--- config.mk ---
export PLATFORM = sky130hd
export DESIGN_NAME = threshold_requant
export DESIGN_NICKNAME = d
export VERILOG_FILES = /design/src/rtl/threshold_pkg.sv /design/src/rtl/threshold_requant.sv
export SDC_FILE = /design/constraint.sdc
export NUM_CORES = 1
export LEC_CHECK = 0
export ABC_AREA = 0
export BUFFER_PORTS_ARGS = -buffer_cell sky130_fd_sc_hd__buf_2
export CORE_MARGIN = 1
export CORE_UTILIZATION = 51
export CTS_CLUSTER_DIAMETER = 40
export DETAILED_ROUTE_END_ITERATION = 6
export HOLD_SLACK_MARGIN = 0.12
export PLACE_DENSITY = 0.67
export SLEW_MARGIN = 30
export SYNTH_ARGS = -nofsm -noshare
export SYNTH_HDL_FRONTEND = slang
export SYNTH_SLANG_ARGS = --single-unit
--- constraint.sdc ---
create_clock -name ap_clk -period 4.55 [get_ports ap_clk]
set_input_delay 0 -clock ap_clk [delete_from_list [all_inputs] [get_ports ap_clk]]
set_output_delay 0 -clock ap_clk [all_outputs]
set_load 0.005 [all_outputs]
--- src/rtl/threshold_pkg.sv ---
// Shared FSM type and compare/count helpers for the threshold requantizer.
package threshold_pkg;

  typedef enum logic {LOAD, RUN} state_t;

  // Helpers take zero/sign-extended operands so one definition serves every width.
  localparam int MAX_VEC = 256;
  localparam int MAX_IN  = 64;

  function automatic int unsigned popcount(input logic [MAX_VEC-1:0] vec, input int width);
    int unsigned cnt;
    cnt = 0;
    for (int i = 0; i < MAX_VEC; i++) begin
      if (i < width) cnt += 32'(vec[i]);
    end
    return cnt;
  endfunction

  function automatic logic cmp_ge(input logic [MAX_IN-1:0] a,
                                  input logic [MAX_IN-1:0] b,
                                  input logic              is_signed);
    if (is_signed) return $signed(a) >= $signed(b);
    return a >= b;
  endfunction

endpackage

--- src/rtl/threshold_requant.sv ---
// Maps each accumulator word to the count of run-time thresholds it meets, plus BIAS,
// through a 2-stage backpressured pipeline; thresholds arrive on their own stream.
module threshold_requant
  import threshold_pkg::*;
#(
  parameter int IN_WIDTH  = 32,
  parameter int OUT_WIDTH = 4,
  parameter int IN_SIGNED = 0,
  parameter int BIAS      = 0
) (
  input  logic                 ap_clk,
  input  logic                 ap_rst,
  input  logic [IN_WIDTH-1:0]  s_axis_thresh_tdata,
  input  logic                 s_axis_thresh_tvalid,
  output logic                 s_axis_thresh_tready,
  input  logic [IN_WIDTH-1:0]  s_axis_acc_tdata,
  input  logic                 s_axis_acc_tvalid,
  output logic                 s_axis_acc_tready,
  output logic [OUT_WIDTH-1:0] m_axis_out_tdata,
  output logic                 m_axis_out_tvalid,
  input  logic                 m_axis_out_tready,
  input  logic                 cfg_reload,
  output logic                 load_done
);

  localparam int               NUM_THRESH = 2**OUT_WIDTH - 1;
  localparam int               IDX_W      = (NUM_THRESH > 1) ? $clog2(NUM_THRESH) : 1;
  localparam logic [IDX_W-1:0] LAST_IDX   = IDX_W'(NUM_THRESH - 1);
  localparam logic             IS_SIGNED  = (IN_SIGNED != 0);

  state_t                 state;
  state_t                 state_nxt;
  logic [IDX_W-1:0]       thr_idx;
  logic                   reload_pending;
  logic [IN_WIDTH-1:0]    thr [NUM_THRESH];
  logic                   thresh_fire;
  logic                   acc_fire;
  logic                   adv1;
  logic                   adv2;
  logic                   v1;
  logic                   v2;
  logic [MAX_IN-1:0]      acc_ext;
  logic [NUM_THRESH-1:0]  cmp_vec;
  logic [NUM_THRESH-1:0]  cmp_s1;
  logic [OUT_WIDTH-1:0]   code_nxt;

  function automatic logic [MAX_IN-1:0] extend(input logic [IN_WIDTH-1:0] x);
    logic signed [IN_WIDTH-1:0] xs;
    xs = x;
    if (IS_SIGNED) return MAX_IN'(xs);
    return MAX_IN'(x);
  endfunction

  assign adv2        = !v2 || m_axis_out_tready;
  assign adv1        = !v1 || adv2;
  assign thresh_fire = s_axis_thresh_tvalid && s_axis_thresh_tready;
  assign acc_fire    = s_axis_acc_tvalid && s_axis_acc_tready;

  always_ff @(posedge ap_clk) begin
    if (ap_rst) state <= LOAD;
    else        state <= state_nxt;
  end

  // Reload waits for the pipeline to empty so in-flight words keep the old thresholds.
  always_comb begin
    state_nxt = state;
    case (state)
      LOAD: if (thresh_fire && thr_idx == LAST_IDX) state_nxt = RUN;
      RUN:  if (reload_pending && !v1 && !v2)       state_nxt = LOAD;
    endcase
  end

  always_comb begin
    s_axis_thresh_tready = 1'b0;
    s_axis_acc_tready    = 1'b0;
    load_done            = 1'b0;
    case (state)
      LOAD: s_axis_thresh_tready = 1'b1;
      RUN: begin
        load_done         = 1'b1;
        s_axis_acc_tready = !reload_pending && adv1;
      end
    endcase
  end

  always_ff @(posedge ap_clk) begin
    if (ap_rst) begin
      thr_idx        <= '0;
      reload_pending <= 1'b0;
    end else begin
      if (thresh_fire) thr_idx <= (thr_idx == LAST_IDX) ? '0 : thr_idx + IDX_W'(1);
      if (state == RUN && state_nxt == LOAD) reload_pending <= 1'b0;
      else if (state == RUN && cfg_reload)   reload_pending <= 1'b1;
    end
  end

  // The bank holds no reset value; a complete load always precedes RUN.
  always_ff @(posedge ap_clk) begin
    if (thresh_fire) thr[thr_idx] <= s_axis_thresh_tdata;
  end

  assign acc_ext = extend(s_axis_acc_tdata);

  for (genvar i = 0; i < NUM_THRESH; i++) begin : g_cmp
    assign cmp_vec[i] = cmp_ge(acc_ext, extend(thr[i]), IS_SIGNED);
  end

  // Adding in int and truncating gives the wrap modulo 2**OUT_WIDTH for any BIAS sign.
  assign code_nxt = OUT_WIDTH'(int'(popcount(MAX_VEC'(cmp_s1), NUM_THRESH)) + BIAS);

  always_ff @(posedge ap_clk) begin
    if (acc_fire) cmp_s1 <= cmp_vec;
  end

  always_ff @(posedge ap_clk) begin
    if (ap_rst) begin
      v1               <= 1'b0;
      v2               <= 1'b0;
      m_axis_out_tdata <= '0;
    end else begin
      if (adv1)       v1               <= acc_fire;
      if (adv2)       v2               <= v1;
      if (adv2 && v1) m_axis_out_tdata <= code_nxt;
    end
  end

  assign m_axis_out_tvalid = v2;

endmodule

Word-level counts from Yosys, hierarchy flattened

Memory sizes are Yosys's and may differ from the RTL's.
Index checks and enable logic that the tools add are counted.

Register bits after elaboration: 27
RAM bits: 480
Input bits: 70
Output and inout port bits: 8
Word-level logic and storage cells: 65
Memories kept: 1

Memories:

| memory | depth | bits a word | rd ports | clocked after Yosys merged registers in | wr ports | RTL line                | source |
|---|---|---|---|---|---|---|---|
| thr    | 15    | 32          | 15       | 0                                       | 1        | threshold_requant.sv:35 | `logic [IN_WIDTH-1:0] thr [NUM_THRESH];` |

Add/sub/neg operators: 15
Magnitude comparators: 15
Equal/unequal tests: 1
Mux-type cells: 9
Bitwise logic cells: 2
Reduce and logical (&&, ||, !) cells: 15

Operators with widths:

| kind                                         | count |
|---|---|
| >= comparator 32 bit                         | 15 |
| adder 4 x 1 -> 4 bit                         | 11 |
| logical AND 1 bit                            | 9 |
| 2-to-1 mux 1 bit                             | 7 |
| adder 3 x 1 -> 4 bit                         | 1 |
| adder 4 x 1 -> 4 bit (second input constant) | 1 |
| equality test 4 bit (second input constant)  | 1 |
| 2-to-1 mux 4 bit                             | 1 |
| adder 2 x 1 -> 3 bit                         | 1 |
| logical NOT 1 bit                            | 3 |
| adder 1 x 1 -> 2 bit                         | 1 |
| logical OR 1 bit                             | 2 |
| NOT 1 bit                                    | 2 |
| case mux 1 bit (2 select lines)              | 1 |
| OR reduction 2 bit                           | 1 |

Longest topological paths before layout

Depth in word-level cells: 14
Gate-level depth with buffers: 10
Depth with buffers taken out: 10

Worst setup path before layout

No wires, ideal clock.

Kind: reg-to-reg
Start: register state
End: memory thr[0][0], enable pin
Library setup time: 0.461 ns
Arrival time: 3.095 ns
Data required time: 4.089 ns
Setup slack: 0.994 ns
Stages on the path, launching flop included: 5
Buffers on the path: 0
Clock period less this slack: 3.556 ns
Cell sequence: dfxtp_1 -> inv_1 -> nand2_1 -> or3_1 -> nor3_1

Longest elaborated chain between the ends: 4

RTL lines:

| item                                   | RTL line                | source |
|---|---|---|
| start, declared                        | threshold_requant.sv:31 | `state_t state;` |
| start signal, assigned                 | threshold_requant.sv:61 | `else state <= state_nxt;` |
| 2-to-1 mux 1 bit                       | threshold_requant.sv:77 | `case (state)` |
| net s_axis_thresh_tready               | threshold_requant.sv:15 | `output logic s_axis_thresh_tready,` |
| logical AND 1 bit                      | threshold_requant.sv:56 | `assign thresh_fire = s_axis_thresh_tvalid && s_axis_thresh_tready;` |
| 2-to-1 mux 1 bit                       | threshold_requant.sv:99 | `if (thresh_fire) thr[thr_idx] <= s_axis_thresh_tdata;` |
| 2-to-1 mux 1 bit (implied by the code) | threshold_requant.sv:99 |  |
| end, declared                          | threshold_requant.sv:35 |  |

The timed path passes the listed nets, and every way through them passes these cells.

Final worst setup path

Start: register cmp_s1[5]
End: register m_axis_out_tdata[2]

Longest elaborated chain between the ends: 10

RTL lines:

| item                               | RTL line                 | source |
|---|---|---|
| start, declared                    | threshold_requant.sv:44  | `logic [NUM_THRESH-1:0] cmp_s1;` |
| start signal, assigned             | threshold_requant.sv:112 | `if (acc_fire) cmp_s1 <= cmp_vec;` |
| adder 4 x 1 -> 4 bit (10 in a row) | threshold_pkg.sv:14      | `if (i < width) cnt += 32'(vec[i]);` |
| end signal, assigned               | threshold_requant.sv:123 | `if (adv2 && v1) m_axis_out_tdata <= code_nxt;` |
| end, declared                      | threshold_requant.sv:19  | `output logic [OUT_WIDTH-1:0] m_axis_out_tdata,` |

Every way passes these cells.
A chain may end at the register's enable or synchronous reset.

==> run metrics <==
starting density of the core 51.9%; post-synthesis simple-gate area fraction 4.82%; core area 52900 um2; hold slack 152 ps; Worst R2R Path Depth 10; # rows 84; Worst R2R Setup Slack 810 ps; Die Ht 234 um; CTS tree yes; gate count of the mapped netlist 2176; clk sinks 507; main combinational cell family by area after synthesis adder cells; Ports 78; adder-cell share of the synthesized area 22.7%; DR WL/cell 20.9 um; fin nets 2948; Crit. End Element flip-flop; DRT Wirelength 65700 um; CP cell instances fa_1 -> inv_1 -> fa_1 -> fa_1 -> fa_1 -> fa_1 -> fa_1 -> xnor2_1 -> mux2i_1 -> nor2_1; ys flop type edfxtp_1; critical path class reg2reg; area fraction of the dominant cell type after synthesis 54.2%; beginning of the critical path cmp_s1[5]$_DFFE_PP_; register area share after synthesis 55.1%; pwr dens 379 nW/um2; Antenna Nets Post-Route 0; maximum fanout along the worst path 2; Worst Setup EP m_axis_out_tdata[2]$_SDFFE_PP0P_; root buffer cell clkbuf_16; max incr delay on CP 550 ps; first-pass GRT wire length 99100 um; Placed Instances 2956; top cells by area, synth edfxtp_1 54%, ha_1 22%, inv_1 6.7%; drt pass-1 iters 7; Worst Path Buf+Inv 1; Worst EP required 5050 ps; number of diodes 0; Yosys reg bits 507; worst skew pair latency 610 ps; Die ar. 54700 um2; Cell variety after synth 44; Post-synth EDFFs 495; GPL Wtd Cong 0.907; share of cells above drive strength 1 10.2%; synthesized area 27400 um2; number of antenna violations at the first check in global routing 0; vias in the first global route 18000; Slowest cell on crit path fa_1; relative slew slack 36.7%; largest net degree at the start of global routing 33; Leak 14.9 nW; Avg Cell Area, Syn 12.6 um2; Min-Delay Path Class in2reg; worst slew pin tran 944 ps; Max Buffers Root-to-Sink 3; Die Wd 234 um; failing checks design-rule violations; hpwl dp 44200 um; I/O Buffers 77; total global routing overflow 0; Slew Viols, Final 0; H-Tree Depth 3; number of cells on the critical path 10; reg2reg end m_axis_out_tdata[2]$_SDFFE_PP0P_; VDD IR-drop max 0.000514 V; initial DRC count 947; status finished, violations left; Top delay family on crit path adder cells; most common cell after layout, fill and taps aside edfxtp_1; Fin. Hold Viols 0; CTS clk-pin slew, worst paths 60 ps; Ys Warns 0; Async SR Flop Fraction 0%; Remaining DRCs 2; via count 17500; net count after synthesis 2738; leading cell types in the layout, fill and taps excluded 495 x edfxtp_1, 487 x inv_1, 482 x ha_1; post-synthesis mux area share 0.0365%; R2R Path Start cmp_s1[5]$_DFFE_PP_; Placed Area 29100 um2; CP Launch Type flip-flop; Final Cycle Share 82.3%; Max Fclk 267 MHz; min Tclk post-route 3740 ps; clock skew 27.2 ps; final setup fails 0; GRT Util Overall 24.7%; CP Data Arrival Time 4240 ps; Layout Cells excl Fill 3137; Max-cap violations 0; Num CTS Buffers 78; XOR/XNOR Fraction of Synth Area 0.0958%; RSZ-0062 raised after global routing false; vias per std cell 5.57; Design Area, Final 32200 um2; TNS Setup 0 ps; P&R area growth vs syn 17.3%; largest area contributor in the netlist edfxtp_1; Compound-Gate Fraction of Synth Area 10.5%; CP most frequent cell fa_1; power consumption 0.0122 W
## logic make-up (layout without fill, tap and decap cells)
family                     count (synthesis)  in the layout
DFF                                      507            507
adders and majority gates                492            492
and+or+nand+nor                          252            252
xor gates and xnor gates                   3              3
AOI/OAI and AO/OA                        430            430
buffers and inverters                    491            764
muxes                                      1              1
## routing by layer
| layer | part of all wire (%) | vias to the layer above | GRT usage (%) |
|---|---|---|---|
| li1 | - | 8342 | - |
| met1 | 41 | 8531 | 30.4 |
| met2 | 49 | 465 | 43.4 |
| met3 | 5.4 | 147 | 3.72 |
| met4 | 4.0 | 0 | 10.2 |
| met5 | 0 | - | 0 |
## power breakdown
part | switching, W | leakage, nW | total (W) | internal (W)
clock network | 0.00220 | 1.29 | 0.00615 | 0.00394
logic | 0.000540 | 9.03 | 0.000841 | 0.000301
registers | 0.0000135 | 4.57 | 0.00520 | 0.00519
total | 0.00276 | 14.9 | 0.0122 | 0.00943
## area by class of cell
| class | instances | area (um2) |
|---|---|---|
| well taps | 688 | 861 |
| clock buffers | 90 | 2050 |
| flip-flops and latches | 507 | 15100 |
| inverters | 487 | 1830 |
| clock inverters | 53 | 656 |
| repair buffers | 134 | 1100 |
| fillers | 4064 | 20700 |
| multi-input cells | 1178 | 10600 |
## per-stage QoR
stage,setup slack (ps),util (%)
2_1_floorplan,994,-
5_1_grt,713,60.9
6_report,807,60.9
3_3_place_gp,958,54.6
3_5_place_dp,829,55.0
4_1_cts,812,60.9
## what timing repair did
| action | in CTS | in global routing |
|---|---|---|
| gates resized for setup | 0 | 0 |
| hold buffers | 38 | 0 |
| setup endpoints to repair | 0 | 0 |
| endpoints found under the hold margin | 492 | 0 |
| buffers inserted | 0 | 0 |
## registers in the layout (all words and copies together) (netlist names)
name / cells
m_axis_out_tdata: 4
thr: 480
v1: 1
cmp_s1: 15
m_axis_out_tvalid: 1
state: 1
reload_pending: 1
thr_idx: 4
## worst min-delay path by stage
| stage | startpoint | to | cells past startpoint |
|---|---|---|---|
| finish | s_axis_acc_tvalid | cmp_s1[3]$_DFFE_PP_ | 2 |
| global route | s_axis_acc_tvalid | cmp_s1[10]$_DFFE_PP_ | 2 |
| CTS | s_axis_acc_tvalid | cmp_s1[8]$_DFFE_PP_ | 2 |
| detailed placement | cfg_reload | reload_pending$_SDFFE_PP0P_ | 3 |
| global placement | cfg_reload | reload_pending$_SDFFE_PP0P_ | 3 |
| floorplan | ap_rst | thr_idx[0]$_SDFFE_PP0P_ | 1 |
## cells in the mapped netlist, drive strengths merged, types with 2 or more instances
cell type / instances
o31ai: 3
fa: 10
a211o: 13
o21bai: 3
nand3b: 2
a21oi: 108
a2111oi: 2
nor3: 8
a311oi: 10
edfxtp: 495
ha: 482
clkbuf: 4
nor4: 3
a211oi: 39
nand2: 24
nand3: 19
a21o: 148
nor2b: 4
xnor2: 2
and3: 10
o21a: 2
and4: 3
inv: 487
a31oi: 3
a221o: 2
o211ai: 14
nand2b: 17
dfxtp: 12
o21ai: 69
nor2: 73
nand4: 87
a221oi: 13
Note: power is estimated with default switching activity, not from simulation.
